--- src/rtl/theremin_pitch_mapper.sv ---
// theremin_pitch_mapper: range-gates distance samples, averages them and quantises the average to a note index
module theremin_pitch_mapper #(
    parameter int MIN_CM         = 5,
    parameter int MAX_CM         = 60,
    parameter int CM_PER_STEP    = 2,
    parameter int AVG_LOG2       = 2,
    parameter int SILENCE_CYCLES = 25000000
) (
    input  logic        clk,
    input  logic        rst,
    input  logic [15:0] distance_cm,
    input  logic        distance_ready,
    output logic [5:0]  note_index,
    output logic        note_valid,
    output logic        gate,
    output logic        busy
);
    localparam int TAPS = 1 << AVG_LOG2;
    localparam int SW   = 16 + AVG_LOG2;
    localparam int CW   = $clog2(SILENCE_CYCLES + 1);
    localparam logic [15:0]       MIN_V    = MIN_CM[15:0];
    localparam logic [15:0]       MAX_V    = MAX_CM[15:0];
    localparam logic [15:0]       STEP_V   = CM_PER_STEP[15:0];
    localparam logic [AVG_LOG2:0] FULL_V   = TAPS[AVG_LOG2:0];
    localparam logic [AVG_LOG2:0] FILL_ONE = 1;
    localparam logic [CW-1:0]     SIL_V    = SILENCE_CYCLES[CW-1:0];
    localparam logic [CW-1:0]     SIL_ONE  = 1;

    typedef enum logic [2:0] {IDLE, ACCUM, AVG, DIV, OUT} state_t;
    state_t state, state_nx;

    logic [15:0]       hold;
    logic              hold_valid;
    logic [15:0]       sample;
    logic [15:0]       win [TAPS];
    logic [AVG_LOG2:0] fill;
    logic [SW-1:0]     sum;
    logic [CW-1:0]     silence;
    logic [15:0]       rem;
    logic [5:0]        quot;
    logic [15:0]       cand;
    logic [15:0]       avg;
    logic              cand_valid, in_range, take, accept, full, expire;

    // IDLE sees a strobe arriving this cycle directly, so the newest value always wins over the held one
    assign cand       = distance_ready ? distance_cm : hold;
    assign cand_valid = distance_ready | hold_valid;
    assign in_range   = (cand >= MIN_V) && (cand <= MAX_V);
    assign take       = (state == IDLE) && cand_valid;
    assign accept     = take && in_range;
    assign full       = (fill == FULL_V);
    assign avg        = 16'(sum >> AVG_LOG2);
    assign expire     = (state != ACCUM) && (silence == SIL_V - SIL_ONE);
    assign busy       = (state != IDLE);

    // state register
    always_ff @(posedge clk or negedge rst) begin
        if (!rst) state <= IDLE;
        else      state <= state_nx;
    end

    // next-state logic
    always_comb begin
        state_nx = state;
        case (state)
            IDLE:    state_nx = accept ? ACCUM : IDLE;
            ACCUM:   state_nx = AVG;
            AVG:     state_nx = full ? DIV : IDLE;
            DIV:     state_nx = (rem >= STEP_V) ? DIV : OUT;
            OUT:     state_nx = IDLE;
            default: state_nx = IDLE;
        endcase
    end

    // hold register: every strobe is captured, IDLE consumes whatever is pending
    always_ff @(posedge clk or negedge rst) begin
        if (!rst) begin
            hold       <= '0;
            hold_valid <= 1'b0;
            sample     <= '0;
        end else begin
            if (distance_ready) hold <= distance_cm;
            hold_valid <= take ? 1'b0 : cand_valid;
            if (accept) sample <= cand;
        end
    end

    // silence counter saturates; an accumulated sample restarts it
    always_ff @(posedge clk or negedge rst) begin
        if (!rst)                   silence <= '0;
        else if (state == ACCUM)    silence <= '0;
        else if (silence != SIL_V)  silence <= silence + SIL_ONE;
    end

    // window, running sum, divider and note outputs
    always_ff @(posedge clk or negedge rst) begin
        if (!rst) begin
            for (int i = 0; i < TAPS; i++) win[i] <= '0;
            fill       <= '0;
            sum        <= '0;
            rem        <= '0;
            quot       <= '0;
            note_index <= '0;
            note_valid <= 1'b0;
            gate       <= 1'b0;
        end else begin
            note_valid <= 1'b0;
            if (state == ACCUM) begin
                sum <= full ? sum + SW'(sample) - SW'(win[TAPS-1]) : sum + SW'(sample);
                if (!full) fill <= fill + FILL_ONE;
                win[0] <= sample;
                for (int i = 1; i < TAPS; i++) win[i] <= win[i-1];
            end else if (expire) begin
                for (int i = 0; i < TAPS; i++) win[i] <= '0;
                fill <= '0;
                sum  <= '0;
                gate <= 1'b0;
            end
            if (state == AVG) begin
                rem  <= avg - MIN_V;
                quot <= '0;
            end
            if (state == DIV && rem >= STEP_V) begin
                rem  <= rem - STEP_V;
                quot <= quot + 6'd1;
            end
            if (state == OUT) begin
                gate <= 1'b1;
                if (quot != note_index || !gate) begin
                    note_index <= quot;
                    note_valid <= 1'b1;
                end
            end
        end
    end
endmodule
--- config.mk ---
export PLATFORM = sky130hd
export DESIGN_NAME = theremin_pitch_mapper
export DESIGN_NICKNAME = d
export VERILOG_FILES = /design/src/rtl/theremin_pitch_mapper.sv
export SDC_FILE = /design/constraint.sdc
export NUM_CORES = 1
export LEC_CHECK = 0
export BUFFER_PORTS_ARGS = -buffer_cell sky130_fd_sc_hd__buf_2
export CAP_MARGIN = 20
export CORE_MARGIN = 10
export CORE_UTILIZATION = 40
export DETAILED_ROUTE_END_ITERATION = 12
export GPL_TIMING_DRIVEN = 0
export MAX_ROUTING_LAYER = met4
export PLACE_DENSITY = 0.66
export SYNTH_ARGS = -nofsm -noshare
export SYNTH_HDL_FRONTEND = slang
export SYNTH_SLANG_ARGS = --single-unit
--- constraint.sdc ---
create_clock -name clk -period 10.9 [get_ports clk]
set_input_delay 1.09 -clock clk [delete_from_list [all_inputs] [get_ports clk]]
set_output_delay 1.09 -clock clk [all_outputs]
set_load 0.02 [all_outputs]
# Yosys cells after proc, flatten, opt, wreduce, memory -nomap -nowiden
# Index checks and enable logic that the tools add are counted.
totals:
  mem_count: 0
  out_inout_bits: 9
  latch_bits: 0
  word_cells: 79
  inputBits: 19
  register_bits: 176
  ramBits: 0
  rom_bits: 0
op_classes:
  order_cmp: 3
  shift: 0
  div: 0
  n_mul: 0
  add_sub_neg: 7
  n_mux: 25
  n_bitwise: 1
  n_eq_ne: 11
  n_reduce_logical: 16
op_table:
  columns: ["cell", "n"]
  rows:
  - ["2-to-1 mux 64 bit", 2]
  - ["2-to-1 mux 18 bit", 3]
  - ["2-to-1 mux 25 bit", 2]
  - ["2-to-1 mux 16 bit", 3]
  - ["adder 25 x 1 -> 25 bit (second input constant)", 1]
  - ["equality test 25 bit (second input constant)", 1]
  - ["inequality test 25 bit (second input constant)", 1]
  - ["adder 18 x 16 -> 18 bit", 1]
  - ["subtractor 18 x 16 -> 18 bit", 1]
  - ["greater-or-equal comparator 16 x 2 -> 1 bit (second input constant)", 1]
  - ["greater-or-equal comparator 16 x 3 -> 1 bit (second input constant)", 1]
  - ["less-or-equal comparator 16 x 6 -> 1 bit (second input constant)", 1]
  - ["subtractor 16 x 2 -> 16 bit (second input constant)", 1]
  - ["subtractor 16 x 3 -> 16 bit (second input constant)", 1]
  - ["2-to-1 mux 3 bit", 4]
  - ["2-to-1 mux 6 bit", 2]
  - ["one-hot mux 3 bit (4 select lines)", 1]
  - ["nonzero test 2 bit", 4]
  - ["2-to-1 mux 1 bit", 7]
  - ["adder 6 x 1 -> 6 bit (second input constant)", 1]
  - ["equality test 3 x 2 -> 1 bit (second input constant)", 2]
  - ["equality test 3 bit (second input constant)", 2]
  - ["inequality test 6 bit", 1]
  - ["AND reduction 2 bit", 3]
  - ["12 further kinds", 16]

# Logic depth before layout (Yosys ltp)
logic_depth:
  ltp_word: 6
  depth_mapped: 20
  depth_no_buf: 20

# Worst setup path after synthesis
# OpenSTA, ideal clock, no wires.
synth_path:
  path_kind: "reg-to-reg"
  startpoint: "reg sum[5]"
  endpoint: "reg sum[17]"
  t_required_ns: 10.769
  synth_period_minus_slack_ns: 3.713
  arrival_time_ns: 3.583
  n_path_buf: 0
  path_stages_with_launch: 19
  slack_ns: 7.187
  setup_time_ns: 0.131
  cell_sequence: "dfrtp_1 ha_1 o21ai_1 a21oi_1 a221o_1 o21ai_1 nand2b_1 a21oi_1 xnor2_1 ha_1 and3_1 and3_1 a221oi_1 o21ai_0 o21ai_1 nand2_1 xnor2_1 o32a_1 nand3_1"
synth_between:
  elab_chain_cells: 4
synth_rtl:
  columns: ["element", "line_no", "source"]
  rows:
  - ["start: declaration", "37", "logic [SW-1:0] sum;"]
  - ["start signal: assignment", "109", "sum <= full ? sum + SW'(sample) - SW'(win[TAPS-1]) : sum + SW'(sample);"]
  - ["adder 18 x 16 -> 18 bit *", "109", null]
  - ["subtractor 18 x 16 -> 18 bit", "109", null]
  - ["2-to-1 mux 18 bit *", "109", null]
  - ["2-to-1 mux 18 bit *", "108", "if (state == ACCUM) begin"]
# Every way passes the cells marked *; elsewhere a longest branch is shown, timed or not.
# A chain may end at the register's enable or synchronous reset.

# Final worst setup path
layout_path:
  startpoint: "reg sample[0]"
  endpoint: "reg sum[17]"
layout_between:
  elab_chain_cells: 4
layout_rtl:
  columns: ["element", "line_no", "source"]
  rows:
  - ["start: declaration", "34", "logic [15:0] sample;"]
  - ["start signal: assignment", "84", "if (accept) sample <= cand;"]
  - ["adder 18 x 16 -> 18 bit *", "109", null]
  - ["subtractor 18 x 16 -> 18 bit", "109", null]
  - ["2-to-1 mux 18 bit *", "109", null]
  - ["2-to-1 mux 18 bit *", "108", null]
# Marked as above.

==> qor.csv <==
metric;value;unit
die_h;171;microns
post_synth_num_cell_types;69;
area_delta_synth_final;12.2;%
run_status;finished, final reports clean;
fin_skew;0.0181;ns
routabilityCongestion;0.873;
path_clk_slew;0.07;ns
regArea;0.00440;sq mm
ys_ff_latch;176;
overflow;0;
cts_root_buf;clkbuf_16;
postCtsSetupRepairBufs;0;
final_util;45.4;%
coreArea;0.0226;sq mm
yosys.area.top_type;dfrtp_1;
rr_worst_depth;20;
post_dp_cell_area;0.00966;sq mm
path_common_cell;o21ai_0;
maxCapViolCount;0;
h-tree-depth;4;
worst_path_max_delay_cell;a211oi_1;
cp_top_family;compound AO/OA/AOI/OAI gates;
synthCells;885;
required;11.20;ns
r2r_setup_slack;6.38;ns
ys_warn_count;0;
die_area;0.0293;sq mm
port_buffers;26;
synth-edff-count;0;
worstSetupEndpointType;flip-flop;
ys_async_sr_fraction;100;%
rows;55;
finalCriticalPeriod;4.52;ns
r2r_end;sum[17]$_DFFE_PN0P_;
nNetsFinal;992;
holdBufCountCts;0;
drt_wl_total;19800;microns
num_vias;6600;
tns;0;ns
powerDensity;139;mW/mm^2
avgRoutedWirePerCell;16.1;microns
firstDrtPassIters;5;
max_freq;221;MHz
holdWs;0.499;ns
initialDrtViolationCount;474;
antenna_found_initial;0;
startpoint;sample[0]$_DFFE_PN0P_;
synth_most_common_cell;dfrtp_1;
cp_num_cells;20;
synth_common_cells;dfrtp_1, nor2_1, a22o_1, nand2_1, o21ai_0;
grt_pass1_vias;6563;
yosys-top-cells-area;dfrtp_1, a22o_1, ha_1;
avgSynthCellArea;10.3;sq um
fillers;2120;
worstReg2RegStart;sample[0]$_DFFE_PN0P_;
cp.arrival;4.83;ns
crit_buf_inv;1;
start_kind;flip-flop;
drive_gt1_share;11.2;%
stdcell_area;0.0102;sq mm
grt_max_degree;91;
cts_buffer_depth;2;
timing.final.crit_share;41.5;%
hold_viol;0;
cts_tree;built;
ir_drop;99.2;uV
numCtsBuffers;17;
rsz0062_at_grt;no;
synth_nets;945;
routed.top_layer;met4;
crit_type;reg -> reg;
die_w;171;microns
vias_per_cell;5.37;
setup_viol;0;
io_pins;28;
crit_chain;ha_1 > inv_1 > fa_1 > nor2b_1 > o31ai_1 > a211oi_1 > o21ai_0 > nand2b_1 > a211oi_1 > nor2_1 > ha_1 > a21oi_1 > o21ai_0 > a221oi_1 > o21ai_0 > o21ai_1 > nand2_1 > xnor2_1 > o32a_1 > nand3_1;
ys_seq_area_share;48.2;%
p_leak;4.83;nW
grt_first_pass_wirelength;33500;microns
crit_end;sum[17]$_DFFE_PN0P_;
tightest_slew;0.751;ns
diodes;0;
netlist_area;0.00913;sq mm
synth_top_area_share;48.2;%
route.met3.wl;576;microns
cp_slowest_stage_delay;0.43;ns
ant_nets;0;
dp_hpwl;14700;microns
multi_input_area;0.00443;sq mm
synthFlopType;dfrtp_1;
start_util;40.4;%
crit_fanout;7;
slew_headroom;49.4;%
drc;0;
dp_worst_setup_slack;6.55;ns
clk_latency;0.43;ns
final_max_slew_viol_count;0;
post_cts_resized;0;
cts.sink_count;176;
routed-wl-met2;9000;microns
worst_slack;6.38;ns
wl_met1;9940;microns
grt.total_usage;14.6;%
hp-class;reg -> reg;
cell families (layout without fill, tap and decap cells):
| logic type | after synthesis | in the layout | share of synthesized area (%) |
|---|---|---|---|
| and+or+nand+nor | 272 | 272 | 14.9 |
| AOI/OAI and AO/OA | 229 | 229 | 18.2 |
| DFF | 176 | 176 | 48.2 |
| buffers and inverters | 74 | 134 | 3.26 |
| xor gates and xnor gates | 63 | 63 | 6.04 |
| adders and majority gates | 41 | 41 | 5.78 |
| muxes | 30 | 30 | 3.66 |
sequential cells by signal, summed over array words and instances (netlist names):
register	flops
sample	16
note_valid	1
win	64
hold_valid	1
rem	16
state	3
fill	3
silence	25
quot	6
gate	1
sum	18
hold	16
note_index	6
worst min-delay path by stage:
stage               cells after the start                    to                 start
floorplan                               2   win[49]$_DFFE_PN0P_   win[49]$_DFFE_PN0P_
finish                                  1   win[47]$_DFFE_PN0P_   win[63]$_DFFE_PN0P_
global placement                        1  hold_valid$_DFF_PN0_  hold_valid$_DFF_PN0_
detailed placement                      1  hold_valid$_DFF_PN0_  hold_valid$_DFF_PN0_
global route                            1   win[33]$_DFFE_PN0P_   win[33]$_DFFE_PN0P_
CTS                                     1  hold_valid$_DFF_PN0_  hold_valid$_DFF_PN0_
cell usage in the layout, fill, tap and decap left out, types with 5 or more instances in the layout:
| master | instances |
|---|---|
| a21o_1 | 12 |
| a21oi_1 | 38 |
| a22o_1 | 67 |
| a31oi_1 | 6 |
| and2_1 | 12 |
| and3_1 | 15 |
| buf_2 | 30 |
| clkbuf_1 | 30 |
| clkbuf_16 | 17 |
| dfrtp_1 | 176 |
| ha_1 | 39 |
| inv_1 | 39 |
| mux2_1 | 5 |
| mux2_2 | 22 |
| nand2_1 | 67 |
| nand2b_1 | 9 |
| nand3_1 | 26 |
| nand4_1 | 5 |
| nor2_1 | 73 |
| nor3_1 | 16 |
| nor4_1 | 9 |
| o211ai_1 | 5 |
| o21a_1 | 6 |
| o21ai_0 | 46 |
| o21ai_1 | 6 |
| o221ai_1 | 5 |
| or3_1 | 13 |
| xnor2_1 | 32 |
| xor2_1 | 31 |
layer usage:
metal | vias up | global-route usage (%)
met1 | 3190 | 19.4
li1 | 3304 | -
met5 | - | -
met2 | 87 | 22.3
met3 | 19 | 2.95
met4 | 0 | 3.89
power breakdown:
part / switching (W) / internal [W] / total [W]
sequential: 0.0000202 / 0.000675 / 0.000695
combinational: 0.0000649 / 0.0000532 / 0.000118
clock: 0.000275 / 0.000332 / 0.000607
total: 0.000360 / 0.00106 / 0.00142
per-stage QoR:
stage / cells / power (W)
after floorplan: 885 / 0.000787
after global placement: 1196 / 0.000822
after detailed placement: 1198 / 0.000827
after CTS: 1230 / 0.00144
after global routing: 1230 / 0.00148
final: 1230 / 0.00142
layout make-up:
cell class	instances	share of cell area [%]
multi-input cells	635	43.2
flip-flops and latches	176	43.0
repair buffers	28	1.68
well taps	285	3.48
clock inverters	12	1.38
plain buffers	34	1.44
inverters	40	1.47
clock buffers	20	4.36
worst register-to-register path, cell delays in order (launching register included):
cell	delay, ns
dfrtp_1	0.42
ha_1	0.22
inv_1	0.07
fa_1	0.40
nor2b_1	0.18
o31ai_1	0.14
a211oi_1	0.43
o21ai_0	0.21
nand2b_1	0.11
a211oi_1	0.07
nor2_1	0.18
ha_1	0.34
a21oi_1	0.16
o21ai_0	0.12
a221oi_1	0.24
o21ai_0	0.22
o21ai_1	0.23
nand2_1	0.09
xnor2_1	0.27
o32a_1	0.22
nand3_1	0.08
Power figures use the tool's default switching activity.
